[config.mk]
export PLATFORM = sky130hd
export DESIGN_NAME = compressed_fetch_buffer_flat
export DESIGN_NICKNAME = d
export VERILOG_FILES = /design/src/rtl/compressed_fetch_buffer_pkg.sv /design/src/rtl/compressed_fetch_buffer_if.sv /design/src/rtl/compressed_fetch_buffer_queue.sv /design/src/rtl/compressed_fetch_buffer.sv /design/src/flat_wrapper.sv
export SDC_FILE = /design/constraint.sdc
export NUM_CORES = 1
export LEC_CHECK = 0
export ABC_AREA = 1
export CORE_MARGIN = 1
export CORE_UTILIZATION = 36
export CTS_CLUSTER_DIAMETER = 60
export DETAILED_ROUTE_END_ITERATION = 8
export PLACE_DENSITY = 0.63
export SYNTH_ARGS = -nofsm -noshare
export SYNTH_HDL_FRONTEND = slang
export SYNTH_HIERARCHICAL = 1
export SYNTH_SLANG_ARGS = --single-unit
[constraint.sdc]
create_clock -name clk -period 2.3 [get_ports clk]
set_input_delay 0.23 -clock clk [delete_from_list [all_inputs] [get_ports clk]]
set_output_delay 0.23 -clock clk [all_outputs]
set_load 0.03 [all_outputs]
[src/rtl/compressed_fetch_buffer_pkg.sv]
// fetch_pkg: shared types for the compressed fetch buffer and its parcel queue
package fetch_pkg;
    typedef enum logic [1:0] {FS_IDLE, FS_WAIT, FS_DROP} fetch_state_e;
    typedef logic [15:0] parcel_t;
    typedef struct packed {
        parcel_t     hw;
        logic [31:0] pc;
    } fetch_entry_t;
endpackage

[src/rtl/compressed_fetch_buffer_if.sv]
// compressed_fetch_buffer_if: instruction-memory read port, redirect input and decoder handshake
interface compressed_fetch_buffer_if;
    logic        MemReq;
    logic [31:0] MemAddr;
    logic        MemAck;
    logic [31:0] MemRData;
    logic        Redirect;
    logic [31:0] RedirectPc;
    logic [15:0] InstrOut;
    logic [31:0] InstrPc;
    logic        InstrValid;
    logic        InstrReady;
    modport master (
        output MemReq, MemAddr, InstrOut, InstrPc, InstrValid,
        input  MemAck, MemRData, Redirect, RedirectPc, InstrReady
    );
    modport slave (
        input  MemReq, MemAddr, InstrOut, InstrPc, InstrValid,
        output MemAck, MemRData, Redirect, RedirectPc, InstrReady
    );
endinterface

[src/rtl/compressed_fetch_buffer_queue.sv]
// fetch_parcel_queue: circular parcel buffer, push 0-2 / pop 0-1 per cycle, synchronous flush
module fetch_parcel_queue import fetch_pkg::*; #(
    parameter int DEPTH = 4,
    parameter fetch_entry_t RST_ENTRY = '0,
    localparam int AW = $clog2(DEPTH),
    localparam int CW = AW + 1
) (
    input  logic         clk,
    input  logic         rst_n,
    input  logic         flush,
    input  logic [1:0]   pushN,
    input  fetch_entry_t pushA,
    input  fetch_entry_t pushB,
    input  logic         pop,
    output fetch_entry_t head,
    output logic [CW-1:0] count
);
    fetch_entry_t mem [DEPTH];
    logic [AW-1:0] wrPtr, rdPtr;
    always_ff @(posedge clk or negedge rst_n) begin
        if (!rst_n) begin
            wrPtr <= '0;
            rdPtr <= '0;
            count <= '0;
            for (int i = 0; i < DEPTH; i++) mem[i] <= RST_ENTRY;
        end else if (flush) begin
            wrPtr <= '0;
            rdPtr <= '0;
            count <= '0;
        end else begin
            if (pushN != 2'd0) mem[wrPtr] <= pushA;
            if (pushN == 2'd2) mem[wrPtr + AW'(1)] <= pushB;
            wrPtr <= wrPtr + AW'(pushN);
            rdPtr <= rdPtr + AW'(pop);
            count <= count + CW'(pushN) - CW'(pop);
        end
    end
    assign head = mem[rdPtr];
endmodule

[src/rtl/compressed_fetch_buffer.sv]
// compressed_fetch_buffer: word fetch FSM feeding 16-bit parcels to the compressed decoder.
// Define FETCH_BYPASS_EN to present the first parcel of a response combinationally when the queue is empty.
module compressed_fetch_buffer import fetch_pkg::*; #(
    parameter logic [31:0] RESET_PC = 32'h0000_0000,
    parameter int          BUF_HW   = 4
) (
    input logic clk,
    input logic rst_n,
    compressed_fetch_buffer_if.master bus
);
    localparam int CW = $clog2(BUF_HW) + 1;
    localparam fetch_entry_t RST_ENTRY = '{hw: 16'h0, pc: RESET_PC};
    fetch_state_e state, nextState;
    logic [31:0] fetchPc, wordPc, reqAddr;
    logic [CW-1:0] count;
    fetch_entry_t head, loEntry, hiEntry, firstEntry, pushA;
    logic odd, accept, issue, bypass, bypassPop, pop;
    logic [1:0] pushN;

    assign wordPc     = fetchPc & ~32'h3;
    assign odd        = fetchPc[1];
    assign loEntry    = '{hw: bus.MemRData[15:0], pc: reqAddr};
    assign hiEntry    = '{hw: bus.MemRData[31:16], pc: reqAddr + 32'd2};
    assign firstEntry = odd ? hiEntry : loEntry;
    assign accept     = state == FS_WAIT && bus.MemAck && !bus.Redirect;
    assign issue      = state == FS_IDLE && !bus.Redirect && int'(count) + 2 <= BUF_HW;
`ifdef FETCH_BYPASS_EN
    assign bypass     = accept && count == '0;
`else
    assign bypass     = 1'b0;
`endif
    assign bypassPop  = bypass && bus.InstrReady;
    // a bypassed parcel taken by the decoder never enters the queue
    assign pushN      = accept ? (odd ? 2'd1 : 2'd2) - {1'b0, bypassPop} : 2'd0;
    assign pushA      = bypassPop ? hiEntry : firstEntry;
    assign pop        = count != '0 && bus.InstrReady && !bus.Redirect;

    fetch_parcel_queue #(.DEPTH(BUF_HW), .RST_ENTRY(RST_ENTRY)) queue (
        .clk(clk), .rst_n(rst_n), .flush(bus.Redirect), .pushN(pushN),
        .pushA(pushA), .pushB(hiEntry), .pop(pop), .head(head), .count(count)
    );

    always_ff @(posedge clk or negedge rst_n) begin
        if (!rst_n) state <= FS_IDLE;
        else state <= nextState;
    end

    always_comb begin
        nextState = state == FS_IDLE ? (issue ? FS_WAIT : FS_IDLE)
                  : bus.MemAck ? FS_IDLE
                  : bus.Redirect ? FS_DROP : state;
    end

    always_comb begin
        bus.MemReq     = state != FS_IDLE;
        bus.MemAddr    = reqAddr;
        bus.InstrValid = count != '0 || bypass;
        bus.InstrOut   = bypass ? firstEntry.hw : head.hw;
        bus.InstrPc    = bypass ? firstEntry.pc : head.pc;
    end

    // reqAddr only moves on issue, so a redirect while a request is pending leaves MemAddr alone
    always_ff @(posedge clk or negedge rst_n) begin
        if (!rst_n) begin
            fetchPc <= RESET_PC;
            reqAddr <= RESET_PC & ~32'h3;
        end else begin
            if (bus.Redirect) fetchPc <= bus.RedirectPc & ~32'h1;
            else if (accept) fetchPc <= wordPc + 32'd4;
            if (issue) reqAddr <= wordPc;
        end
    end
endmodule

[src/flat_wrapper.sv]
// flat-port wrapper written by rule: the top's interface ports become plain ports
module compressed_fetch_buffer_flat import fetch_pkg::*;
#(
    parameter logic [31:0] RESET_PC = 32'h0000_0000,
    parameter int          BUF_HW   = 4
)
  (clk, rst_n, bus_MemReq, bus_MemAddr, bus_InstrOut, bus_InstrPc, bus_InstrValid, bus_MemAck, bus_MemRData, bus_Redirect, bus_RedirectPc, bus_InstrReady);
  compressed_fetch_buffer_if bus_i ();
  input logic clk;
  input logic rst_n;
  output wire logic [$bits(bus_i.MemReq)-1:0] bus_MemReq;
  output wire logic [$bits(bus_i.MemAddr)-1:0] bus_MemAddr;
  output wire logic [$bits(bus_i.InstrOut)-1:0] bus_InstrOut;
  output wire logic [$bits(bus_i.InstrPc)-1:0] bus_InstrPc;
  output wire logic [$bits(bus_i.InstrValid)-1:0] bus_InstrValid;
  input wire logic [$bits(bus_i.MemAck)-1:0] bus_MemAck;
  input wire logic [$bits(bus_i.MemRData)-1:0] bus_MemRData;
  input wire logic [$bits(bus_i.Redirect)-1:0] bus_Redirect;
  input wire logic [$bits(bus_i.RedirectPc)-1:0] bus_RedirectPc;
  input wire logic [$bits(bus_i.InstrReady)-1:0] bus_InstrReady;
  assign bus_MemReq = bus_i.MemReq;
  assign bus_MemAddr = bus_i.MemAddr;
  assign bus_InstrOut = bus_i.InstrOut;
  assign bus_InstrPc = bus_i.InstrPc;
  assign bus_InstrValid = bus_i.InstrValid;
  assign bus_i.MemAck = bus_MemAck;
  assign bus_i.MemRData = bus_MemRData;
  assign bus_i.Redirect = bus_Redirect;
  assign bus_i.RedirectPc = bus_RedirectPc;
  assign bus_i.InstrReady = bus_InstrReady;
  compressed_fetch_buffer #(.RESET_PC(RESET_PC), .BUF_HW(BUF_HW)) u_core (.clk(clk), .rst_n(rst_n), .bus(bus_i));
endmodule
# [Yosys cells after proc, flatten, opt, wreduce, memory -nomap -nowiden]
# Index checks and enable logic that the tools add are counted.
[classes] n_addsub=8 mul=0 div_mod_pow=0 n_lt_le_gt_ge=6 n_eq_ne=2 n_shift=0 mux=24 n_bitwise=3 reduce_logical=15
[ops] cell="192-bit two-way mux" n=3
[ops] cell="192-bit bitwise mux" n=2
[ops] cell="48-bit two-way mux" n=5
[ops] cell="48-bit demux with 2-bit select" n=2
[ops] cell="48-bit binary-select mux with 2-bit select" n=1
[ops] cell="32-bit two-way mux" n=2
[ops] cell="32-bit by 2-bit adder with 32-bit output (second input constant)" n=1
[ops] cell="32-bit by 3-bit adder with 32-bit output (second input constant)" n=1
[ops] cell="32-bit by 4-bit less-or-equal comparator with 1-bit output (second input constant)" n=1
[ops] cell="2-bit two-way mux" n=7
[ops] cell="3-bit greater-or-equal comparator (second input constant)" n=3
[ops] cell="2-bit inverter with 3-bit output" n=3
[ops] cell="1-bit logical AND" n=8
[ops] cell="3-bit by 1-bit < comparator with 1-bit output (second input constant)" n=2
[ops] cell="2-bit nonzero test" n=3
[ops] cell="3-bit nonzero test" n=2
[ops] cell="3-bit by 2-bit adder with 4-bit output (second input constant)" n=1
[ops] cell="3-bit by 2-bit adder with 3-bit output" n=1
[ops] cell="3-bit two-way mux" n=1
[ops] cell="3-bit by 1-bit subtractor with 3-bit output" n=1
[ops] cell="2-bit by 1-bit adder with 2-bit output" n=1
[ops] cell="2-bit by 1-bit adder with 2-bit output (second input constant)" n=1
[ops] cell="2-bit adder" n=1
[ops] cell="2-bit by 1-bit == test with 1-bit output (second input constant)" n=1
[ops] cell="4 further kinds" n=4
[totals] regBits=263 latchBits=0 ramBits=0 rom_bits=0 in_bits=69 output_inout_bits=82 word_cells=72 memories=0

# [Depth between registers and ports, before layout]
# Gate-level depths: netlist of run 1.
[depth] word_depth=10 mapped_depth=13

# [Modules after synthesis]
# The synthesis of run 1 kept the hierarchy.
[modules_own_cells] module="fetch_parcel_queue" instances=1 cells_per_inst=2460 area_each_um2=14589.0 seq_area_each_um2=4979.8
[modules_own_cells] module="compressed_fetch_buffer" instances=1 cells_per_inst=561 area_each_um2=3938.8 seq_area_each_um2=1576.5

# [Worst setup path before layout of run 1]
# OpenSTA, ideal clock, no wires.
[synth_timing] kind="reg-to-reg" start="register u_core.fetchPc[1]" end="register u_core.queue.count[2]" setup_ns=0.120 arrival_ns=2.234 required_ns=2.180 setup_slack_ns=-0.054 path_stages_with_launch=13 path_buffers=2 period_less_slack_ns=2.354 cell_sequence="dfrtp_1 buf_2 clkinv_1 clkbuf_1 nor2_1 inv_1 ha_1 inv_1 ha_1 inv_1 fa_1 o21ai_0 nor2_1"
[synth_between] elab_chain_cells=5
[synth_rtl] element="from (decl)" line="compressed_fetch_buffer.sv:14" rtl="logic [31:0] fetchPc, wordPc, reqAddr;"
[synth_rtl] element="from (signal assigned)" line="compressed_fetch_buffer.sv:68" rtl="if (bus.Redirect) fetchPc <= bus.RedirectPc & ~32'h1;"
[synth_rtl] element="from (signal assigned)" line="compressed_fetch_buffer.sv:69" rtl="else if (accept) fetchPc <= wordPc + 32'd4;"
[synth_rtl] element="2-bit two-way mux (2 in series)" line="compressed_fetch_buffer.sv:34" rtl="assign pushN = accept ? (odd ? 2'd1 : 2'd2) - {1'b0, bypassPop} : 2'd0;"
[synth_rtl] element="net u_core.pushN[0]" line="compressed_fetch_buffer.sv:18" rtl="logic [1:0] pushN;"
[synth_rtl] element="3-bit by 2-bit adder with 3-bit output" line="compressed_fetch_buffer_queue.sv:35" rtl="count <= count + CW'(pushN) - CW'(pop);"
[synth_rtl] element="3-bit by 1-bit subtractor with 3-bit output" line="compressed_fetch_buffer_queue.sv:35"
[synth_rtl] element="3-bit two-way mux" line="compressed_fetch_buffer_queue.sv:26" rtl="end else if (flush) begin"
[synth_rtl] element="to (signal assigned)" line="compressed_fetch_buffer_queue.sv:35"
[synth_rtl] element="to (decl)" line="compressed_fetch_buffer_queue.sv:16" rtl="output logic [CW-1:0] count"
# The timed path passes the listed nets, and every way through them passes these cells.
# A chain may end at the register's enable or synchronous reset.

# [Worst setup path in the final report of run 1]
[layout_timing] start="register u_core.queue.rdPtr[0]" end="output bus_InstrPc[14]"
[layout_between] elab_chain_cells=4
[layout_rtl] element="from (decl)" line="compressed_fetch_buffer_queue.sv:19" rtl="logic [AW-1:0] wrPtr, rdPtr;"
[layout_rtl] element="from (signal assigned)" line="compressed_fetch_buffer_queue.sv:34" rtl="rdPtr <= rdPtr + AW'(pop);"
[layout_rtl] element="2-bit inverter with 3-bit output (not written as such)" line="compressed_fetch_buffer_queue.sv:38" rtl="assign head = mem[rdPtr];"
[layout_rtl] element="48-bit binary-select mux with 2-bit select" line="compressed_fetch_buffer_queue.sv:38"
[layout_rtl] element="48-bit two-way mux (not written as such) (2 in series)" line="compressed_fetch_buffer_queue.sv:38"
[layout_rtl] element="to (decl)" line="flat_wrapper.sv:14" rtl="output wire logic [$bits(bus_i.InstrPc)-1:0] bus_InstrPc;"
# No other way between the ends. The select of a mux whose other input is x is not followed.

==> impl_metrics.json, run 1 <==
{
  "cts-htree-levels": 2,
  "dr_total_vias": 19600,
  "violations_in_the_final_reports": "setup timing",
  "die_h_um": 229,
  "power.clock.fraction": 0.241,
  "detailedRoute.firstIterationViolations": 1852,
  "report.final.slew_viol_count": 0,
  "timing_worst_setup_path_type": "reg -> out",
  "root_buffer": "clkbuf_16",
  "core_mm2": 0.0505,
  "final_net_count": 3164,
  "simple_logic_cell_fraction_of_the_synthesized_area": 0.450,
  "peakVddDrop_mv": 0.541,
  "insertedDiodeCount": 0,
  "timing_hold_violations_final": 0,
  "setup_total_negative_slack_ps": -13.0,
  "start_util": 0.367,
  "slew_worst_pin_ps": 962,
  "internal_power_mw": 13.0,
  "crit_arrival_ps": 2080,
  "detail_route.wl_per_cell_um": 17.4,
  "synth_seq_area_share": 0.354,
  "clk_transition_reported_paths_ps": 60,
  "period_share": 1.01,
  "synthMuxAreaShare": 0,
  "period_minus_slack_ps": 2310,
  "timing.critical_path.to_type": "output port",
  "worst_ep_required_time_ps": 2070,
  "leakagePower_nw": 12.3,
  "layout-area-overhead-vs-synth_pct": 22.6,
  "p_seq_frac": 0.336,
  "max_freq_ghz": 0.432,
  "clock_latency_ps": 550,
  "die_area_mm2": 0.0524,
  "detail_route.vias_per_cell": 5.19,
  "numPortBuffers": 147,
  "power_per_standard_cell_area_mw_per_mm2": 1010,
  "path_max_fanout": 11,
  "met2_usage": 0.381,
  "worst_slack_ps": -13.0,
  "core_occupancy_in_the_finished_layout": 0.450,
  "dp.final_hpwl_um": 38700,
  "post-route-drc-count": 0,
  "yosys_warnings": 6,
  "status": "complete, but fails checks",
  "power.share.combinational": 0.423,
  "r2r_slack_ps": 120,
  "synth_adder_area_share": 0.00581,
  "post_synth_xor_area_fraction": 0.00425,
  "use_met3": 0.0437,
  "class_of_the_tightest_hold_or_removal_check": "in -> async",
  "place.gp.congestion": 0.873,
  "synth_compound_gate_area_share": 0.0614,
  "synth_cells": 3021,
  "final-setup-viol-count": 1,
  "gr-usage-all-layers": 0.246,
  "switching_power_total_mw": 9.98,
  "die_x_um": 229,
  "antenna_found_initial": 0,
  "reg2reg_from": "u_core/state[1]",
  "timing.max_slew.rel_slack": 0.359,
  "synth.lib_cells_used.distinct": 42,
  "share_of_cells_above_drive_strength_1": 0.0932,
  "synth_top_family_by_area": "simple AND/OR/NAND/NOR gates",
  "grt_start_max_net_pins": 183,
  "met1_usage": 0.343,
  "max-clock-path-buffers": 3,
  "unrepaired_setup_endpoints_after_global_routing": "true",
  "fin_worst_skew_ps": 14.5,
  "post_synthesis_instance_area_mm2": 0.0185,
  "tritoncts": "done",
  "endpoint_of_the_worst_register_to_register_path": "u_core/queue/count[2]",
  "cts.sink_count": 262,
  "total_detailed_routing_wirelength_um": 65800,
  "postSynthAreaPerCell_um2": 6.13,
  "wire_length_of_the_first_global_routing_pass_um": 103000,
  "synth-seq-cells": 262,
  "global_route.peak_usage_layer": "met2",
  "placementRows": 82,
  "power_switching_share": 0.435,
  "first_pass_iters": 6,
  "r2r_cells": 12,
  "ant_nets": 0,
  "grt_pass1_vias": 18200,
  "max-cap-violations": 0,
  "globalRouteOverflowTotal": 0,
  "top_level_ports": 151,
  "cts_made_buffers": 36,
  "timing.critical_path.from_type": "flip-flop"
}
==> cell families (layout without fill, tap and decap cells) <==
logic type	count (synthesis)	in the layout
compound gates	205	205
buf+inv	553	638
flops	262	262
other cells	2	8
fa+ha+maj	8	8
xor+xnor	9	9
simple gates	1982	1982
==> final cells by class <==
| type | count | area, um2 |
|---|---|---|
| sequential | 262 | 6560 |
| tap | 672 | 841 |
| clock inverter | 11 | 93.8 |
| clock buffer | 52 | 1040 |
| fill | 5216 | 27800 |
| timing repair buffer | 267 | 3130 |
| multi-input combinational | 2212 | 9860 |
| inverter | 308 | 1180 |
==> timing repair <==
item | in CTS | in global routing
gates resized for setup | 66 | 41
hold endpoints to repair | 121 | 0
setup buffers | 1 | 6
endpoints found under the setup margin | 47 | 224
pin swaps | 3 | 3
cloned | 3 | 6
hold buffers | 1 | 0
==> Yosys cell counts, drive strengths merged <==
library cell,count,area (um2)
buf,133,726
nor3,3,31.3
nand4,1,6.26
nor3b,2,20.0
clkinv,3,12.5
o22ai,48,300
and2,1,6.26
xor2,7,61.3
fa,1,20.0
o221a,1,11.3
o211ai,6,50.1
nor2,157,652
a31oi,1,6.26
nand3,613,3070
clkbuf,112,420
inv,305,1140
ha,7,87.6
conb,2,7.51
o221ai,2,17.5
o31ai,1,7.51
xnor2,2,17.5
o2111ai,1,15.0
nand2,1205,4550
a21oi,2,10.0
dfrtp,262,6560
o21ai,143,719
==> power groups by stage <==
| stage | clock (mW) | sequential, mW | combinational [mW] |
|---|---|---|---|
| floorplan | 0 | 7.13 | 6.29 |
| finish | 5.53 | 7.71 | 9.70 |
| CTS | 5.65 | 7.67 | 9.54 |
| detailed placement | 0 | 7.71 | 9.33 |
| global route | 5.83 | 7.91 | 10.7 |
| global placement | 0 | 7.74 | 9.23 |
==> metrics by stage <==
step	instances	hold WS, ps	total power, mW	worst slack, ps	instance area (um2)
final	3784	177	22.9	-13.0	22700
after global routing	3784	192	24.4	-33.6	22700
after CTS	3773	158	22.9	-33.8	22400
after detailed placement	3705	171	17.0	-274	21000
after global placement	3705	170	17.0	-270	21000
after floorplan	3027	-65.6	13.4	56.6	18600
==> layer usage <==
| metal | vias to the layer above | wire [um] |
|---|---|---|
| met4 | 0 | 1820 |
| met2 | 840 | 29300 |
| met1 | 9035 | 29200 |
| met3 | 126 | 5440 |
| met5 | - | 0 |
| li1 | 9628 | - |
==> layout by cell type, fill, tap and decap left out, types with 9 or more instances in the layout <==
cell type        instances
clkbuf_1                 9
nor2_4                   9
clkbuf_16               43
o22ai_2                 14
nand2_2                 12
o21ai_1                 39
buf_4                   86
dfrtp_1                260
o22ai_1                 34
buf_12                  48
nand3_1                612
clkinv_2                 9
clkdlybuf4s50_1         97
nor2_2                   9
nor2_1                 139
o21ai_0                101
nand2_1               1190
inv_1                  298
==> worst max-delay path by stage <==
| stage | slack, ps | to | start | depth (start not counted) |
|---|---|---|---|---|
| 3_5_place_dp | -270 | u_core/queue/mem[186] | bus_MemAck | 15 |
| 2_1_floorplan | 60 | u_core/queue/count[2] | u_core/fetchPc[1] | 12 |
| 4_1_cts | -30 | bus_InstrPc[22] | u_core/queue/rdPtr[0] | 5 |
| 6_report | -10 | bus_InstrPc[14] | u_core/queue/rdPtr[0] | 6 |
| 3_3_place_gp | -270 | u_core/queue/mem[26] | bus_MemAck | 15 |
| 5_1_grt | -30 | u_core/queue/mem[167] | u_core/state[1] | 15 |
==> registers in the layout, summed over array words and instances (netlist names) <==
register / flops
u_core/bus.MemAddr: 30
u_core/fetchPc: 31
u_core/queue/count: 3
u_core/queue/mem: 192
u_core/queue/rdPtr: 2
u_core/queue/wrPtr: 2
u_core/state: 2
==> worst max-delay path, cell delays in order (launching register included) <==
cell and delay [ps]:
dfrtp_4 510, clkinv_8 100, buf_12 160, buf_16 150, o21ai_0 260, o22ai_1 130, buf_4 190
(Power assumes the default switching activity.)
==> run 2: changes to the inputs <==
--- a/config.mk
+++ b/config.mk
@@ -5,12 +5,11 @@
 export SDC_FILE = /design/constraint.sdc
 export NUM_CORES = 1
 export LEC_CHECK = 0
-export ABC_AREA = 1
 export CORE_MARGIN = 1
 export CORE_UTILIZATION = 36
 export CTS_CLUSTER_DIAMETER = 60
 export DETAILED_ROUTE_END_ITERATION = 8
-export PLACE_DENSITY = 0.63
+export PLACE_DENSITY = 0.62
 export SYNTH_ARGS = -nofsm -noshare
 export SYNTH_HDL_FRONTEND = slang
 export SYNTH_HIERARCHICAL = 1
==> constraint.sdc (replaced) <==
create_clock -name clk -period 2.9 [get_ports clk]
set_input_delay 0.29 -clock clk [delete_from_list [all_inputs] [get_ports clk]]
set_output_delay 0.29 -clock clk [all_outputs]
set_load 0.03 [all_outputs]
==> impl_metrics.json, run 2 <==
{
  "status": "finished, final reports clean",
  "reg2reg_from": "u_core/state[1]",
  "numPortBuffers": 147,
  "detailedRoute.firstIterationViolations": 618,
  "final_net_count": 1282,
  "most_common_cell_after_layout_fill_and_taps_aside": "dfrtp_1",
  "crit_chain": "buf_4, mux4_2, clkdlybuf4s50_1",
  "hold_start": "bus_Redirect",
  "synth.lib_cells_used.distinct": 55,
  "report.final.slew_viol_count": 0,
  "setup_total_negative_slack_ps": 0,
  "dp.final_hpwl_um": 24200,
  "simple_logic_cell_fraction_of_the_synthesized_area": 0.0953,
  "fin_worst_skew_ps": 27.7,
  "leakagePower_nw": 6.42,
  "post_synthesis_instance_area_mm2": 0.0136,
  "antenna_found_initial": 1,
  "synthMuxAreaShare": 0.118,
  "wire_length_of_the_first_global_routing_pass_um": 62000,
  "r2r_slack_ps": 380,
  "die_area_mm2": 0.0386,
  "unrepaired_setup_endpoints_after_global_routing": "false",
  "post-cts-setup-buffers": 0,
  "start_util": 0.369,
  "hold_ws_ps": 58.3,
  "clk_transition_reported_paths_ps": 60,
  "detail_route.wl_per_cell_um": 23.1,
  "synth_seq_area_share": 0.482,
  "largest_reg_flops": 192,
  "die_x_um": 196,
  "synthDominantCellAreaShare": 0.482,
  "final-setup-viol-count": 0,
  "grt_pass1_vias": 10400,
  "insertedDiodeCount": 0,
  "period_share": 0.966,
  "multi_input_area_mm2": 0.00638,
  "ys_dominant_reg_cell": "dfrtp_1",
  "crit_arrival_ps": 2510,
  "final_cell_count_no_fill": 1732,
  "cts.repair.resized": 0,
  "postSynthAreaPerCell_um2": 12.4,
  "total_detailed_routing_wirelength_um": 39900,
  "timing_worst_setup_path_type": "reg -> out",
  "timing_hold_violations_final": 0,
  "cts-htree-levels": 2,
  "post-route-drc-count": 0,
  "r2r_cells": 7,
  "seqCellArea_mm2": 0.00656,
  "asyncSetResetFlopFracSynth": 1.00,
  "top_level_ports": 151,
  "registers.top_by_ff_count": "u_core/queue/mem",
  "root_buffer": "clkbuf_16",
  "max-cap-violations": 0,
  "synth_top_family_by_area": "compound AO/OA/AOI/OAI gates",
  "total_power_mw": 16.7,
  "place.gp.congestion": 0.809,
  "hold_path_depth": 3,
  "worst_slack_ps": 98.2,
  "first_pass_iters": 4,
  "gr-usage-all-layers": 0.207,
  "peakVddDrop_mv": 0.521,
  "die_h_um": 196,
  "globalRouteOverflowTotal": 0,
  "timing.critical_path.to_type": "output port",
  "detail_route.vias_per_cell": 5.86,
  "max_freq_ghz": 0.357,
  "post_synth_xor_area_fraction": 0.00837,
  "slew_worst_pin_ps": 744,
  "worst_ep_required_time_ps": 2610,
  "grt_start_max_net_pins": 96,
  "crit_path_max_incr_delay_ps": 620,
  "power_per_standard_cell_area_mw_per_mm2": 997,
  "synth_compound_gate_area_share": 0.230,
  "critical_path_buf_inv_count": 2,
  "cell_with_the_largest_stage_delay_on_the_worst_path": "clkdlybuf4s50_1",
  "final_cell_area_mm2": 0.0168,
  "placementRows": 70,
  "dr_total_vias": 10200,
  "period_minus_slack_ps": 2800,
  "synth_most_common_cell": "dfrtp_1",
  "post-place-cells": 1672,
  "core_mm2": 0.0369,
  "cts.sink_count": 262,
  "yosysTopAreaCell": "dfrtp_1",
  "post_dp_cell_area_mm2": 0.0156,
  "class_of_the_tightest_hold_or_removal_check": "in -> reg",
  "tritoncts": "done",
  "cell_types_with_the_highest_counts_after_synthesis": "dfrtp_1 (262), o22ai_1 (95), a2bb2oi_1 (57), o221a_2 (56), clkbuf_1 (55)",
  "synth_cells": 1101,
  "timing.critical_path.from_type": "flip-flop",
  "critPathTopFamily": "buffers and inverters",
  "yosys_warnings": 6,
  "synth-seq-cells": 262,
  "max-clock-path-buffers": 3,
  "filler_cells_inserted": 3340,
  "share_of_cells_above_drive_strength_1": 0.251,
  "layout.cells.most_common_list": "dfrtp_1 (260), clkdlybuf4s50_1 (145), o22ai_1 (95)",
  "endpoint_of_the_worst_register_to_register_path": "u_core/queue/mem[177]",
  "edff_count_synth": 0,
  "core_occupancy_in_the_finished_layout": 0.455,
  "path_max_fanout": 16,
  "synth_adder_area_share": 0.00791,
  "hold-path-endpoint": "u_core/fetchPc[17]",
  "timing.max_slew.rel_slack": 0.502,
  "yosys-top-cells-area": "dfrtp_1 (48%), mux4_2 (7.9%), o221a_2 (4.6%)",
  "ant_nets": 0,
  "clock_latency_ps": 510,
  "layout-area-overhead-vs-synth_pct": 23.2,
  "cts_made_buffers": 34,
  "detailedPlace.worstSlack_ps": 135
}
[run 2: cell types whose count changed after synthesis, sizes merged, moves of 56 or more]
cell,previous run,this run
a2bb2oi,0,94
clkbuf,112,56
inv,305,12
nand2,1205,29
nand3,613,12
nor2,157,29
o21ai,143,14
o221a,1,96
[run 2: cell type report]
type / count / area share
inverter: 13 / 0.00299
clock inverter: 12 / 0.00784
multi-input combinational: 698 / 0.380
timing repair buffer: 196 / 0.121
clock buffer: 47 / 0.0585
sequential: 262 / 0.391
tap: 504 / 0.0376
[run 2: power breakdown]
part	switching (mW)	internal, mW	leakage (nW)
clock	1.62	2.55	0.541
sequential	1.37	4.96	3.25
combinational	2.88	3.34	2.63
total	5.87	10.9	6.42
[run 2: worst max-delay path by stage]
stage | to | cells past startpoint | startpoint | slack [ps]
final | bus_InstrPc[29] | 3 | u_core/queue/rdPtr[0] | 100
after global routing | bus_InstrPc[29] | 3 | u_core/queue/rdPtr[0] | 0.3
after CTS | bus_InstrPc[29] | 3 | u_core/queue/rdPtr[0] | 70
after detailed placement | u_core/queue/mem[187] | 8 | bus_MemAck | 140
after global placement | u_core/queue/mem[176] | 8 | bus_MemAck | 150
after floorplan | u_core/queue/count[2] | 11 | u_core/fetchPc[1] | 290
[run 2: repair_timing]
item / 4_1_cts / 5_1_grt
setup endpoints to repair: 0 / 0
hold buffers: 1 / 0
hold endpoints to repair: 74 / 0
[run 2: metal layers]
| metal | vias up | track usage | share of wire |
|---|---|---|---|
| li1 | 4538 | - | - |
| met1 | 5194 | 0.291 | 0.45 |
| met2 | 361 | 0.332 | 0.47 |
| met3 | 57 | 0.0356 | 0.063 |
| met4 | 2 | 0.0535 | 0.016 |
| met5 | - | 0 | 0.00025 |
[run 2: tightest hold or removal path: stages]
cell     delay (ps)
buf_2           130
nand2_1          60
nand3_1          50
[run 2: cell families (layout without fill, tap and decap cells)]
logic type | after synthesis | in the layout
other | 2 | 14
adders and majority gates | 8 | 8
DFF | 262 | 262
and+or+nand+nor | 222 | 222
buffers and inverters | 153 | 268
xor gates and xnor gates | 13 | 13
AOI/OAI and AO/OA | 346 | 346
muxes | 95 | 95
